File: config.mk
export PLATFORM = sky130hd
export DESIGN_NAME = ex_multicycle_divider
export DESIGN_NICKNAME = d
export VERILOG_FILES = /design/src/rtl/ex_multicycle_divider.sv
export SDC_FILE = /design/constraint.sdc
export NUM_CORES = 1
export LEC_CHECK = 0
export CORE_MARGIN = 2
export CORE_UTILIZATION = 35
export DETAILED_ROUTE_END_ITERATION = 6
export GPL_TIMING_DRIVEN = 0
export PLACE_DENSITY = 0.59
export SLEW_MARGIN = 20
export SYNTH_ARGS = -nofsm -noshare
export SYNTH_HDL_FRONTEND = slang
export SYNTH_SLANG_ARGS = --single-unit
File: constraint.sdc
create_clock -name clk -period 15.7 [get_ports clk]
set_clock_uncertainty 0.1 [all_clocks]
set_input_delay 3.14 -clock clk [delete_from_list [all_inputs] [get_ports clk]]
set_output_delay 3.14 -clock clk [all_outputs]
set_load 0.02 [all_outputs]
File: src/rtl/ex_multicycle_divider.sv
// Iterative restoring radix-2 divider for DIV/DIVU in the EX stage: HI = remainder, LO = quotient.
// Optional DIVIDER_ZERO_FLAG_EN adds a div_by_zero status output.
module ex_multicycle_divider #(
    parameter int WIDTH = 32
) (
    input  logic             clk,
    input  logic             rst,
    input  logic             flush,
    input  logic             start,
    input  logic             is_signed,
    input  logic [WIDTH-1:0] operand_1,
    input  logic [WIDTH-1:0] operand_2,
    output logic             stall,
    output logic             done,
    output logic [WIDTH-1:0] result_hi,
`ifdef DIVIDER_ZERO_FLAG_EN
    output logic             div_by_zero,
`endif
    output logic [WIDTH-1:0] result_lo
);

    localparam int CW = $clog2(WIDTH + 1);

    localparam logic [1:0] IDLE = 2'd0;
    localparam logic [1:0] BUSY = 2'd1;
    localparam logic [1:0] DONE = 2'd2;

    logic [1:0]       state;
    logic [CW-1:0]    cnt;
    logic [WIDTH-1:0] quo_q;   // dividend bits shift out the top, quotient bits shift in the bottom
    logic [WIDTH-1:0] rem_q;
    logic [WIDTH-1:0] dsr_q;
    logic             neg_quo_q;
    logic             neg_rem_q;

    logic             accept;
    logic             last;
    logic [WIDTH-1:0] dvd_mag;
    logic [WIDTH-1:0] dsr_mag;
    logic [WIDTH:0]   shifted;
    logic [WIDTH:0]   diff;
    logic             q_bit;
    logic [WIDTH-1:0] rem_nxt;
    logic [WIDTH-1:0] quo_nxt;
    logic [WIDTH-1:0] quo_fix;
    logic [WIDTH-1:0] rem_fix;

    assign accept = (state == IDLE) && start && !flush;
    assign last   = (cnt == CW'(WIDTH - 1));

    assign dvd_mag = (is_signed && operand_1[WIDTH-1]) ? -operand_1 : operand_1;
    assign dsr_mag = (is_signed && operand_2[WIDTH-1]) ? -operand_2 : operand_2;

    // One restoring step: a borrow out of the trial subtract means keep the shifted value.
    assign shifted = {rem_q, quo_q[WIDTH-1]};
    assign diff    = shifted - {1'b0, dsr_q};
    assign q_bit   = ~diff[WIDTH];
    assign rem_nxt = q_bit ? diff[WIDTH-1:0] : shifted[WIDTH-1:0];
    assign quo_nxt = {quo_q[WIDTH-2:0], q_bit};

    // Negation wraps modulo 2^WIDTH, so MIN / -1 naturally yields MIN.
    assign quo_fix = neg_quo_q ? -quo_nxt : quo_nxt;
    assign rem_fix = neg_rem_q ? -rem_nxt : rem_nxt;

    assign done  = (state == DONE);
    assign stall = accept || ((state == BUSY) && !flush);

    always_ff @(posedge clk) begin
        if (rst) begin
            state     <= IDLE;
            cnt       <= '0;
            quo_q     <= '0;
            rem_q     <= '0;
            dsr_q     <= '0;
            neg_quo_q <= 1'b0;
            neg_rem_q <= 1'b0;
            result_hi <= '0;
            result_lo <= '0;
`ifdef DIVIDER_ZERO_FLAG_EN
            div_by_zero <= 1'b0;
`endif
        end else if (flush) begin
            // Kill leaves results and status untouched; only the sequencer is reset.
            state <= IDLE;
            cnt   <= '0;
        end else begin
            case (state)
                IDLE: begin
                    if (start) begin
                        quo_q     <= dvd_mag;
                        dsr_q     <= dsr_mag;
                        rem_q     <= '0;
                        cnt       <= '0;
                        neg_quo_q <= is_signed && (operand_1[WIDTH-1] ^ operand_2[WIDTH-1]);
                        neg_rem_q <= is_signed && operand_1[WIDTH-1];
                        if (operand_2 == '0) begin
                            state     <= DONE;
                            result_lo <= '1;
                            result_hi <= operand_1;
`ifdef DIVIDER_ZERO_FLAG_EN
                            div_by_zero <= 1'b1;
`endif
                        end else begin
                            state <= BUSY;
`ifdef DIVIDER_ZERO_FLAG_EN
                            div_by_zero <= 1'b0;
`endif
                        end
                    end
                end
                BUSY: begin
                    quo_q <= quo_nxt;
                    rem_q <= rem_nxt;
                    cnt   <= cnt + CW'(1);
                    if (last) begin
                        state     <= DONE;
                        result_lo <= quo_fix;
                        result_hi <= rem_fix;
                    end
                end
                DONE:    state <= IDLE;
                default: state <= IDLE;
            endcase
        end
    end

endmodule

Word level (Yosys, flattened, before mapping)
Cells that the tools add are included.
{"block": "word_totals", "reg_bits": 170, "latchBits": 0, "mem_bits_rw": 0, "rom_bits": 0, "out_inout_bits": 66, "elab_cells": 64, "n_memories": 0}
{"block": "classes", "n_addsub": 6, "mul": 0, "div": 0, "n_lt_le_gt_ge": 0, "n_eq_ne": 6, "shift": 0, "muxes": 23, "bitwise": 3, "n_reduce_logical": 17}
{"op": "32-bit 2-to-1 mux", "count": 13}
{"op": "32-bit one-hot mux with 2 select lines", "count": 4}
{"op": "32-bit negator", "count": 4}
{"op": "33-bit by 32-bit subtractor with 33-bit output", "count": 1}
{"op": "32-bit zero test", "count": 1}
{"op": "6-bit one-hot mux with 2 select lines", "count": 1}
{"op": "6-bit by 1-bit adder with 6-bit output (second input constant)", "count": 1}
{"op": "6-bit by 5-bit == test with 1-bit output (second input constant)", "count": 1}
{"op": "1-bit logical AND", "count": 6}
{"op": "2-bit 2-to-1 mux", "count": 3}
{"op": "6-bit 2-to-1 mux", "count": 1}
{"op": "3-bit AND reduction", "count": 2}
{"op": "5-bit AND reduction", "count": 1}
{"op": "2-bit inequality test (second input constant)", "count": 2}
{"op": "2-bit one-hot mux with 2 select lines", "count": 1}
{"op": "2-bit AND reduction", "count": 2}
{"op": "2-bit by 1-bit == test with 1-bit output (second input constant)", "count": 1}
{"op": "2-bit == test (second input constant)", "count": 1}
{"op": "2-bit zero test", "count": 1}
{"op": "2-bit by 1-bit inequality test with 1-bit output (second input constant)", "count": 1}
{"op": "1-bit NOT", "count": 2}
{"op": "2-bit nonzero test", "count": 1}
{"op": "2-bit OR reduction", "count": 1}
{"op": "1-bit zero test", "count": 1}
{"op": "2 further kinds", "count": 2}

Logic depth before layout (Yosys ltp)
{"block": "logic_depth", "ltp_word": 6, "ltp_mapped": 25}

Worst setup path after synthesis
No wires, ideal clock.
{"block": "synth_path", "kind": "input-to-output", "startpoint": "input start", "endpoint": "output stall", "arrival_time_ns": 4.217, "slack_ns": 8.243, "stages": 5, "n_path_buf": 2, "path_cell_list": "o21bai_1 > or2_2 > clkbuf_1 > clkbuf_1 > inv_1"}
{"block": "synth_between", "elab_chain_len": 3}
{"item": "start, declared", "line_no": "9", "rtl": "input logic start,"}
{"item": "1-bit logical AND (2 in a row)", "line_no": "48", "rtl": "assign accept = (state == IDLE) && start && !flush;"}
{"item": "1-bit logical OR", "line_no": "66", "rtl": "assign stall = accept || ((state == BUSY) && !flush);"}
{"item": "end, declared", "line_no": "13", "rtl": "output logic stall,"}
Every way passes these cells.

Final worst setup path
Ends and elaborated chain as after synthesis.

==> impl_results.md <==
- Setup TNS: 0 ns
- Final net count: around 1.9k
- Ports: about 140
- Number of synthesized register bits: 170
- Initial antenna violation count: 0
- Ys Warns: 0
- Clock tree root buffer cell: clkbuf_16
- Worst EP required: 12.46 ns
- IO buf count: roughly 130
- Post-CTS Resized: 0
- Final antenna-violating net count: 0
- Grt total ovfl: 0
- Die Span X: 191.1 um
- CP bufs+invs: 5
- Cell Rows: 68
- Clock buffer depth: 2
- Syn nets: 1755
- Fraction of layout cells with a size suffix above 1: under 10%
- Top cells by count, synth: nor2_1 (280), dfxtp_1 (170), nand2_1 (130)
- Pwr/cell area: ~80 mW/mm^2
- Area leader, netlist: dfxtp_1
- Global-route usage over all layers: between 20% and 30%
- Peak VDD IR: 0.00007128 V
- Total CTS buffers: 17
- Placer Congestion: 0.9181
- Synth Area per Inst: 7.437 um^2
- Vias in the first global route: around 12k
- Slew Limit Fails: 0
- Worst setup margin: about 6.5 ns
- Max-cap viol count: 0
- CTS H-Tree Depth: 4
- DRC Markers: 0
- Reg clk slew, reported paths: around 0.070 ns
- Leakage Power: between 5 and 6 nW
- Hold crit path type: reg2reg
- Crit path launch type: input port
- Rel. slew slack: 34.63%
- Status: finished clean
- Vias: between 10k and 15k
- Core area: 0.03454 mm^2
- Cell breakdown of the critical path: clkdlybuf4s50_1, o21bai_1, or2_2, clkbuf_1, clkbuf_1, inv_1, clkdlybuf4s50_1
- Die area: 0.03653 mm^2
- Period utilization: between 50% and 60%
- Post-CTS Setup Inserts: 0
- Largest net degree at the start of global routing: 19
- Avg WL per Cell: around 20 um
- Final Routed Wirelength: 45510 um
- Ys async rst share: 0%
- Distinct cells, synth: 83
- Synth Instances: between 1.5k and 2k
- Final setup fails: 0
- CTS tree: yes
- Sequential area share after synthesis: between 20% and 30%
- Hold Violations, Final: 0
- Finished layout cell area: about 0.015 mm^2
- Crit-path max cell delay: roughly 0.60 ns
- Synth Flop Type: dfxtp_1
- Drt first pass iters: 5
- Top-count cell post-synth: nor2_1
- DP HPWL: ~37000 um
- Setup CP Type: in2out
- Peak Freq: roughly 0.11 GHz
- Number of clock sinks: 170
- Crit-path slowest cell: clkdlybuf4s50_1
- Pre-CTS setup slack: around 6.6 ns
- Ant diodes: 0
- Hold buffers post-CTS: 0
- Area delta synth->final: 20.32%
- Layout Cells excl Fill: between 2k and 2.5k
- Post-synth EDFFs: 0
- Vias per cell: between 5 and 6
- Delay-heaviest family, CP: buffers and inverters
- Total power: 0.001185 W
- Clock latency at the later pin of the worst-skew pair: between 0.4 and 0.5 ns
- WP data arrival: about 6 ns
- Placed cell count: 2237
- DRT iter0 DRCs: about 1.0k
- Area contributors post-synth: dfxtp_1 (28%), nor2_1 (8.6%), a211oi_1 (5.8%)
- Max FO, Critical Path: 10
- Period minus WS final: just over 9 ns
- Area post-placement: between 0.01 and 0.015 mm^2
- Crit end category: output pin
- Post-synth top area share: approximately 28%
- Measured slew at the worst slew-check pin: between 0.9 and 1 ns
- RSZ-0062 raised after global routing: false
- Die Ht: 191.1 um
- First-pass GRT wire length: a little under 70000 um
- Mapped cell area: around 0.012 mm^2
- Starting density of the core: a little over a third
flip-flops by register name, indices dropped and copies added (netlist names):
signal and cells:
cnt 6, quo_q 32, result_lo 32, result_hi 32, neg_rem_q 1, dsr_q 32
rem_q 32, state 2, neg_quo_q 1
cell type report:
class | instances | area (um^2)
timing repair buffer | 134 | 1341
clock buffer | 17 | 425.4
clock inverter | 14 | 153.9
multi-input combinational | 1322 | 8198
tap | 455 | 569.3
buffer | 105 | 462.9
sequential | 170 | 3403
fill | 3671 | 19800
inverter | 51 | 191.4
power by group:
group | total (W) | leakage (nW) | switching (W) | internal (W)
Clock | 0.000429 | 0.280 | 0.000216 | 0.000212
Combinational | 0.000294 | 3.65 | 0.000187 | 0.000108
Sequential | 0.000462 | 1.38 | 0.0000147 | 0.000447
layout by cell type, fill, tap and decap left out, types with 41 or more instances in the layout:
master	instances
clkbuf_1	71
clkdlybuf4s50_1	134
o21ai_0	87
dfxtp_1	170
a21oi_1	129
xor2_1	75
xnor2_1	41
a211oi_1	95
nand2_1	130
inv_1	50
nor2_1	280
metal layers:
layer  track usage (%)  vias to the layer above  routed length (um)
met5                 0                        -                   0
met4             8.905                        0                1380
met3             2.387                       72                2522
met2             42.52                      444               21410
met1             32.11                     5848               20200
li1                  -                     6320                   -
worst paths after layout:
path	startpoint	to	slack [ns]	cells past startpoint
setup / recovery	start	stall	6.48	7
hold / removal	dsr_q[30]	dsr_q[30]	0.36	2
setup reg to reg	quo_q[31]	result_hi[26]	9.15	25
hold reg to reg	dsr_q[30]	dsr_q[30]	0.36	2
through the flow:
| step | hold WS [ns] | util [%] |
|---|---|---|
| 2_1_floorplan | 0.3319 | - |
| 3_3_place_gp | 0.3475 | 41.01 |
| 3_5_place_dp | 0.3506 | 41.01 |
| 4_1_cts | 0.3594 | 42.69 |
| 5_1_grt | 0.3859 | 42.69 |
| 6_report | 0.3595 | 42.69 |
worst reg2reg max path, stage by stage, from the launching register on:
cell	delay, ns
dfxtp_1	0.40
inv_1	0.09
ha_1	0.17
inv_1	0.06
fa_1	0.41
a211oi_1	0.36
o21a_1	0.27
a2111o_1	0.27
a31oi_2	0.19
nor4_4	0.54
nor2_4	0.12
inv_1	0.09
buf_4	0.20
buf_6	0.19
buf_2	0.32
nor2_1	0.10
a21oi_1	0.21
ha_1	0.26
nand3_1	0.10
or3_1	0.40
nor4_1	0.38
mux2i_1	0.29
o41ai_2	0.47
xor2_1	0.21
nand2_1	0.10
a211oi_2	0.20
kinds of logic after synthesis:
| group | after synthesis | synth area share [%] |
|---|---|---|
| compound gates | 511 | 28.09 |
| xor+xnor | 116 | 8.290 |
| fa+ha+maj | 38 | 3.941 |
| buf+inv | 156 | 5.339 |
| flops | 170 | 27.77 |
| mux | 32 | 2.879 |
| simple gates | 625 | 23.70 |
(Power assumes the default switching activity.)
